**src/rtl/decimator_10x.sv**
```systemverilog
// decimator_10x: averages each block of RATIO strobed samples through a sequential
// restoring divider. Define DECIM_ROUND_EN for round-half-up instead of floor.
module decimator_10x #(
  parameter int INPUT_WIDTH = 8,
  parameter int RATIO       = 10,
  parameter int SUM_W       = INPUT_WIDTH + 4
) (
  input  logic                   clk,
  input  logic                   reset_n,
  input  logic                   clk_en_10x,
  input  logic                   sync,
  input  logic [INPUT_WIDTH-1:0] sample_in,
  input  logic                   clear_overrun,
  output logic [INPUT_WIDTH-1:0] sample_out,
  output logic                   out_valid,
  output logic                   busy,
  output logic                   overrun,
  output logic [1:0]             dbg_state
);

  // Handshake: a sample is consumed on every cycle clk_en_10x is high (no back-pressure);
  // out_valid is a one-cycle pulse and sample_out holds its value until the next pulse.

  localparam int PH_W       = $clog2(RATIO);
  localparam int RW         = $clog2(RATIO);
  localparam int CNT_W      = $clog2(SUM_W);
  localparam int LAST_PH_I  = RATIO - 1;
  localparam int LAST_CNT_I = SUM_W - 1;
  localparam logic [PH_W-1:0]  LAST_PH  = LAST_PH_I[PH_W-1:0];
  localparam logic [CNT_W-1:0] LAST_CNT = LAST_CNT_I[CNT_W-1:0];
  localparam logic [RW+1:0]    DIVISOR  = {1'b0, RATIO[RW:0]};

`ifdef DECIM_ROUND_EN
  localparam int HALF_I = RATIO / 2;
`else
  localparam int HALF_I = 0;
`endif
  localparam logic [SUM_W-1:0] ROUND_ADD = HALF_I[SUM_W-1:0];

  typedef enum logic [1:0] {
    S_IDLE = 2'd0,
    S_DIV  = 2'd1,
    S_DONE = 2'd2
  } state_t;

  logic [SUM_W-1:0] acc_q;
  logic [PH_W-1:0]  phase_q;
  logic [SUM_W-1:0] sample_ext;
  logic [SUM_W-1:0] dividend;
  logic             block_done;

  state_t           state_q, state_d;
  logic [SUM_W-1:0] dvd_q, dvd_d;
  logic [SUM_W-1:0] pend_dvd_q;
  logic             pend_q;
  logic [RW-1:0]    rem_q, rem_d;
  logic [CNT_W-1:0] cnt_q;
  logic             start, drop, defer;
  logic [RW:0]      trial;
  logic [RW+1:0]    diff;
  logic             fits;

  assign sample_ext = {{(SUM_W-INPUT_WIDTH){1'b0}}, sample_in};
  assign block_done = clk_en_10x && !sync && (phase_q == LAST_PH);
  assign dividend   = acc_q + sample_ext + ROUND_ADD;

  // sync discards the partial block; a coincident strobe opens the new one
  always_ff @(posedge clk or negedge reset_n) begin
    if (!reset_n) begin
      acc_q   <= '0;
      phase_q <= '0;
    end else if (sync) begin
      if (clk_en_10x) begin
        acc_q   <= sample_ext;
        phase_q <= PH_W'(1);
      end else begin
        acc_q   <= '0;
        phase_q <= '0;
      end
    end else if (clk_en_10x) begin
      if (block_done) begin
        acc_q   <= '0;
        phase_q <= '0;
      end else begin
        acc_q   <= acc_q + sample_ext;
        phase_q <= phase_q + PH_W'(1);
      end
    end
  end

  // A block finishing in DONE is parked for one cycle, then started from IDLE.
  assign start = (state_q == S_IDLE) && (pend_q || block_done);
  assign drop  = (state_q == S_DIV) && block_done;
  assign defer = (state_q == S_DONE) && block_done;

  // Partial remainder stays below RATIO, so the trial value stays below 2*RATIO
  // and a non-negative difference never reaches bit RW.
  assign trial = {rem_q, dvd_q[SUM_W-1]};
  assign diff  = {1'b0, trial} - DIVISOR;
  assign fits  = (diff[RW+1:RW] == 2'b00);

  always_comb begin
    state_d = state_q;
    dvd_d   = dvd_q;
    rem_d   = rem_q;
    case (state_q)
      S_IDLE: begin
        if (start) begin
          state_d = S_DIV;
          dvd_d   = pend_q ? pend_dvd_q : dividend;
          rem_d   = '0;
        end
      end
      S_DIV: begin
        // dividend bits leave at the top while quotient bits enter at the bottom
        dvd_d = {dvd_q[SUM_W-2:0], fits};
        rem_d = fits ? diff[RW-1:0] : trial[RW-1:0];
        if (cnt_q == LAST_CNT) state_d = S_DONE;
      end
      S_DONE:  state_d = S_IDLE;
      default: state_d = S_IDLE;
    endcase
  end

  always_ff @(posedge clk or negedge reset_n) begin
    if (!reset_n) begin
      state_q    <= S_IDLE;
      dvd_q      <= '0;
      rem_q      <= '0;
      cnt_q      <= '0;
      pend_q     <= 1'b0;
      pend_dvd_q <= '0;
      sample_out <= '0;
      overrun    <= 1'b0;
    end else begin
      state_q <= state_d;
      dvd_q   <= dvd_d;
      rem_q   <= rem_d;
      cnt_q   <= (state_q == S_DIV) ? cnt_q + CNT_W'(1) : '0;
      if (defer) begin
        pend_q     <= 1'b1;
        pend_dvd_q <= dividend;
      end else if (start) begin
        pend_q <= 1'b0;
      end
      if ((state_q == S_DIV) && (cnt_q == LAST_CNT))
        sample_out <= dvd_d[INPUT_WIDTH-1:0];
      if (drop)
        overrun <= 1'b1;
      else if (clear_overrun)
        overrun <= 1'b0;
    end
  end

  assign out_valid = (state_q == S_DONE);
  assign busy      = (state_q != S_IDLE);
  assign dbg_state = state_q;

endmodule

```
**config.mk**
```make
export PLATFORM = sky130hd
export DESIGN_NAME = decimator_10x
export DESIGN_NICKNAME = d
export VERILOG_FILES = /design/src/rtl/decimator_10x.sv
export SDC_FILE = /design/constraint.sdc
export NUM_CORES = 1
export LEC_CHECK = 0
export CORE_MARGIN = 2
export CORE_UTILIZATION = 55
export DETAILED_ROUTE_END_ITERATION = 8
export GPL_TIMING_DRIVEN = 0
export HOLD_SLACK_MARGIN = 0.08
export PLACE_DENSITY_LB_ADDON = 0.2
export SYNTH_ARGS = -nofsm -noshare
export SYNTH_HDL_FRONTEND = slang
export SYNTH_SLANG_ARGS = --single-unit
```
**constraint.sdc**
```tcl
create_clock -name clk -period 2.4 [get_ports clk]
set_input_delay 0.48 -clock clk [delete_from_list [all_inputs] [get_ports clk]]
set_output_delay 0.48 -clock clk [all_outputs]
set_load 0.01 [all_outputs]
```
==> results.toml <==
[timing]
fin_crit_sh_pct = 98.67
fin_hold_ws_ns = 0.1031
drv_slew = 0
slew_headroom_pct = 64.85
setup_violations = 0
fin_skew_ns = 0.005587
rsz0062_at_grt = "yes"
layout_min_cycle_time_ns = 2.368
setup_tns_ns = 0
worstMarginPinSlew_ns = 0.5272
timing.final.ws_setup_ns = 0.03191
hold_viol_final = 0
max_freq_mhz = 422.3

[drt]
route.detailed.wl_per_inst_um = 15.71
ant_nets = 0
route.detailed.drc = 0
dr.pass1.iters = 4
via_per_inst = 5.858
drt-total-wl_um = 6882
drt_iter0_drc = 96
vias = 2566

[critical_path]
path_max_fanout = 8
arrival_ns = 2.61
max_stage_delay_ns = 0.43
path_class = "in -> reg"
r2r-start = "acc_q[0]$_DFFE_PN0P_"
path_cells = "clkdlybuf4s50_1 > ha_1 > a211oi_1 > o22ai_1 > o211ai_1 > xor2_1 > o41ai_1"
crit_start = "sample_in[6]"
startpoint_type = "input pin"
worstPathRequired_ns = 2.64
crit_slowest_cell = "clkdlybuf4s50_1"
cp-end-kind = "flip-flop"

[logic_synthesis]
synth_top_area_share_pct = 46.95
avgSynthCellArea_um2 = 9.932
synth_top_area_cell = "dfrtp_1"
synth-seq-area-share_pct = 46.95
syn-num-nets = 348
syn_area_mm2 = 0.003198
synth_edf_count = 0
synth_most_common_cell = "dfrtp_1"
ys_ff_latch = 60
synth_ff_type = "dfrtp_1"
netlist-cell-type-count = 55
yosys-top-cells-area = "dfrtp_1 (47%), nand2_1 (4.8%), ha_1 (4.7%)"
synth_common_cells = "dfrtp_1 (60), nand2_1 (41), o21ai_0 (21), a21oi_1 (20), nor2_1 (20)"
synthArstFlopShare_pct = 100.0
syn_inst = 322
ys.warnings.count = 0

[power_and_ir_drop]
power.leakage_nw = 1.740
fin_total_pwr_w = 0.002377
irDropWorstVdd_mv = 0.3724
power.density_mw_per_mm2 = 626.5

[place]
place_congestion = 0.8004
hpwlAfterDp_um = 5074
dp_slack_ns = -0.5528
port_buffers = 25

[cells_and_area]
final_util_pct = 68.06
antenna_cells = 0
nets = 387
area_growth_pct = 18.62
drive_gt1_share_pct = 13.39

[clock_tree]
hold_buffers = 0
cts_buffers = 9
clkTransAtPathRegs_ns = 0.07
clock-sinks = 60
ctsRootBufferMaster = "clkbuf_8"
clk_latency_ns = 0.34
clk_path_buf_depth = 2
cts_tree = "done"
cts-htree-levels = 3

[flow_run]
max_cap_viol_count = 0

[grt]
antenna_found_initial = 0
track_usage_pct = 23.28
grt_pass1_wl_um = 11510
grt_pass1_vias = 2519
grt_max_degree = 39
overflow = 0

[worst_hold_path]
worstHoldPathType = "in -> async"

[floorplan]
initial_core_util_pct = 57.37
die_h_um = 80.26
dieArea_mm2 = 0.006441
coreArea_mm2 = 0.005574
ios = 26
die_w_um = 80.26
std_cell_rows = 27

[status]
outcome = "finished clean"
==> metal layers <==
| layer | vias up | track usage, % | share of wire, % | wire [um] |
|---|---|---|---|---|
| li1 | 1259 | - | - | - |
| met1 | 1239 | 30.98 | 48 | 3269 |
| met2 | 55 | 37.75 | 47 | 3247 |
| met3 | 13 | 3.708 | 3.6 | 250 |
| met4 | 0 | 9.831 | 1.7 | 114 |
| met5 | - | 0 | 0 | 0 |
==> power breakdown <==
| group | total (W) | internal (W) | leakage (nW) | switching [W] |
|---|---|---|---|---|
| combinational | 0.000412 | 0.000176 | 0.826 | 0.000235 |
| sequential | 0.00109 | 0.00106 | 0.821 | 0.0000370 |
| clock | 0.000872 | 0.000474 | 0.0931 | 0.000398 |
==> state kept, by name, indices dropped and copies added, names as in the netlist <==
name	cells
dvd_q	12
acc_q	12
phase_q	4
cnt_q	4
rem_q	4
dbg_state	2
pend_q	1
pend_dvd_q	12
overrun	1
sample_out	8
==> area by class of cell <==
| cell class | instances | area [um2] |
|---|---|---|
| fill | 462 | 1780 |
| multi-input combinational | 234 | 1618 |
| sequential | 60 | 1501 |
| timing repair buffer | 28 | 281.5 |
| clock buffer | 11 | 131.4 |
| tap | 72 | 90.09 |
| buffer | 13 | 61.31 |
| inverter | 15 | 57.56 |
| clock inverter | 5 | 52.55 |
==> worst paths after layout <==
| check | slack [ns] | cells after the start | endpoint |
|---|---|---|---|
| min in group clk | 0.47 | 1 | cnt_q[0]$_DFF_PN0_ |
| setup reg to reg | 0.19 | 8 | dvd_q[6]$_DFF_PN0_ |
| hold / removal | 0.10 | 1 | rem_q[3]$_DFFE_PN0P_ |
| setup / recovery | 0.03 | 7 | dvd_q[11]$_DFFE_PN0P_ |
| hold reg to reg | 0.47 | 1 | cnt_q[0]$_DFF_PN0_ |
| max in group asynchronous | 1.71 | 2 | pend_dvd_q[0]$_DFFE_PN0P_ |
==> layout by cell type, fill, tap and decap left out, types with 9 or more instances in the layout <==
cell,netlist,final
dfrtp_1,60,60
nor2_1,20,19
clkdlybuf4s50_1,0,22
a21oi_1,20,20
inv_1,14,14
ha_1,12,10
nand2_1,41,40
clkbuf_1,7,9
o21ai_0,21,21
a22o_1,9,9
clkbuf_8,0,9
mux2_2,11,11
==> critical path: cells and delay by family <==
| kind | cells | cell delay, ns |
|---|---|---|
| AO/OA/AOI/OAI | 4 | 1.13 |
| XOR/XNOR | 1 | 0.15 |
| adder cells (fa/ha/maj) | 1 | 0.40 |
| buffers and inverters | 1 | 0.43 |
==> what timing repair did <==
action | 4_1_cts | 5_1_grt
setup endpoints to repair | 9 | 10
gates resized for setup | 6 | 5
pin swaps | 4 | 1
buffers inserted | 2 | 0
==> metrics by stage <==
step                std cells  area (um2)
finish                    438        3794
global route              438        3794
global placement          419        3538
detailed placement        420        3553
floorplan                 322        3198
CTS                       438        3769
==> cell families after synthesis <==
| group | Yosys count | synth area share, % |
|---|---|---|
| buffers and inverters | 28 | 3.677 |
| adder cells (fa/ha/maj) | 13 | 5.321 |
| XOR/XNOR | 11 | 3.012 |
| multiplexers | 14 | 4.812 |
| flip-flops | 60 | 46.95 |
| AO/OA/AOI/OAI | 102 | 21.87 |
| AND/OR/NAND/NOR | 94 | 14.36 |
No activity file was read; power rests on OpenSTA's default activity.
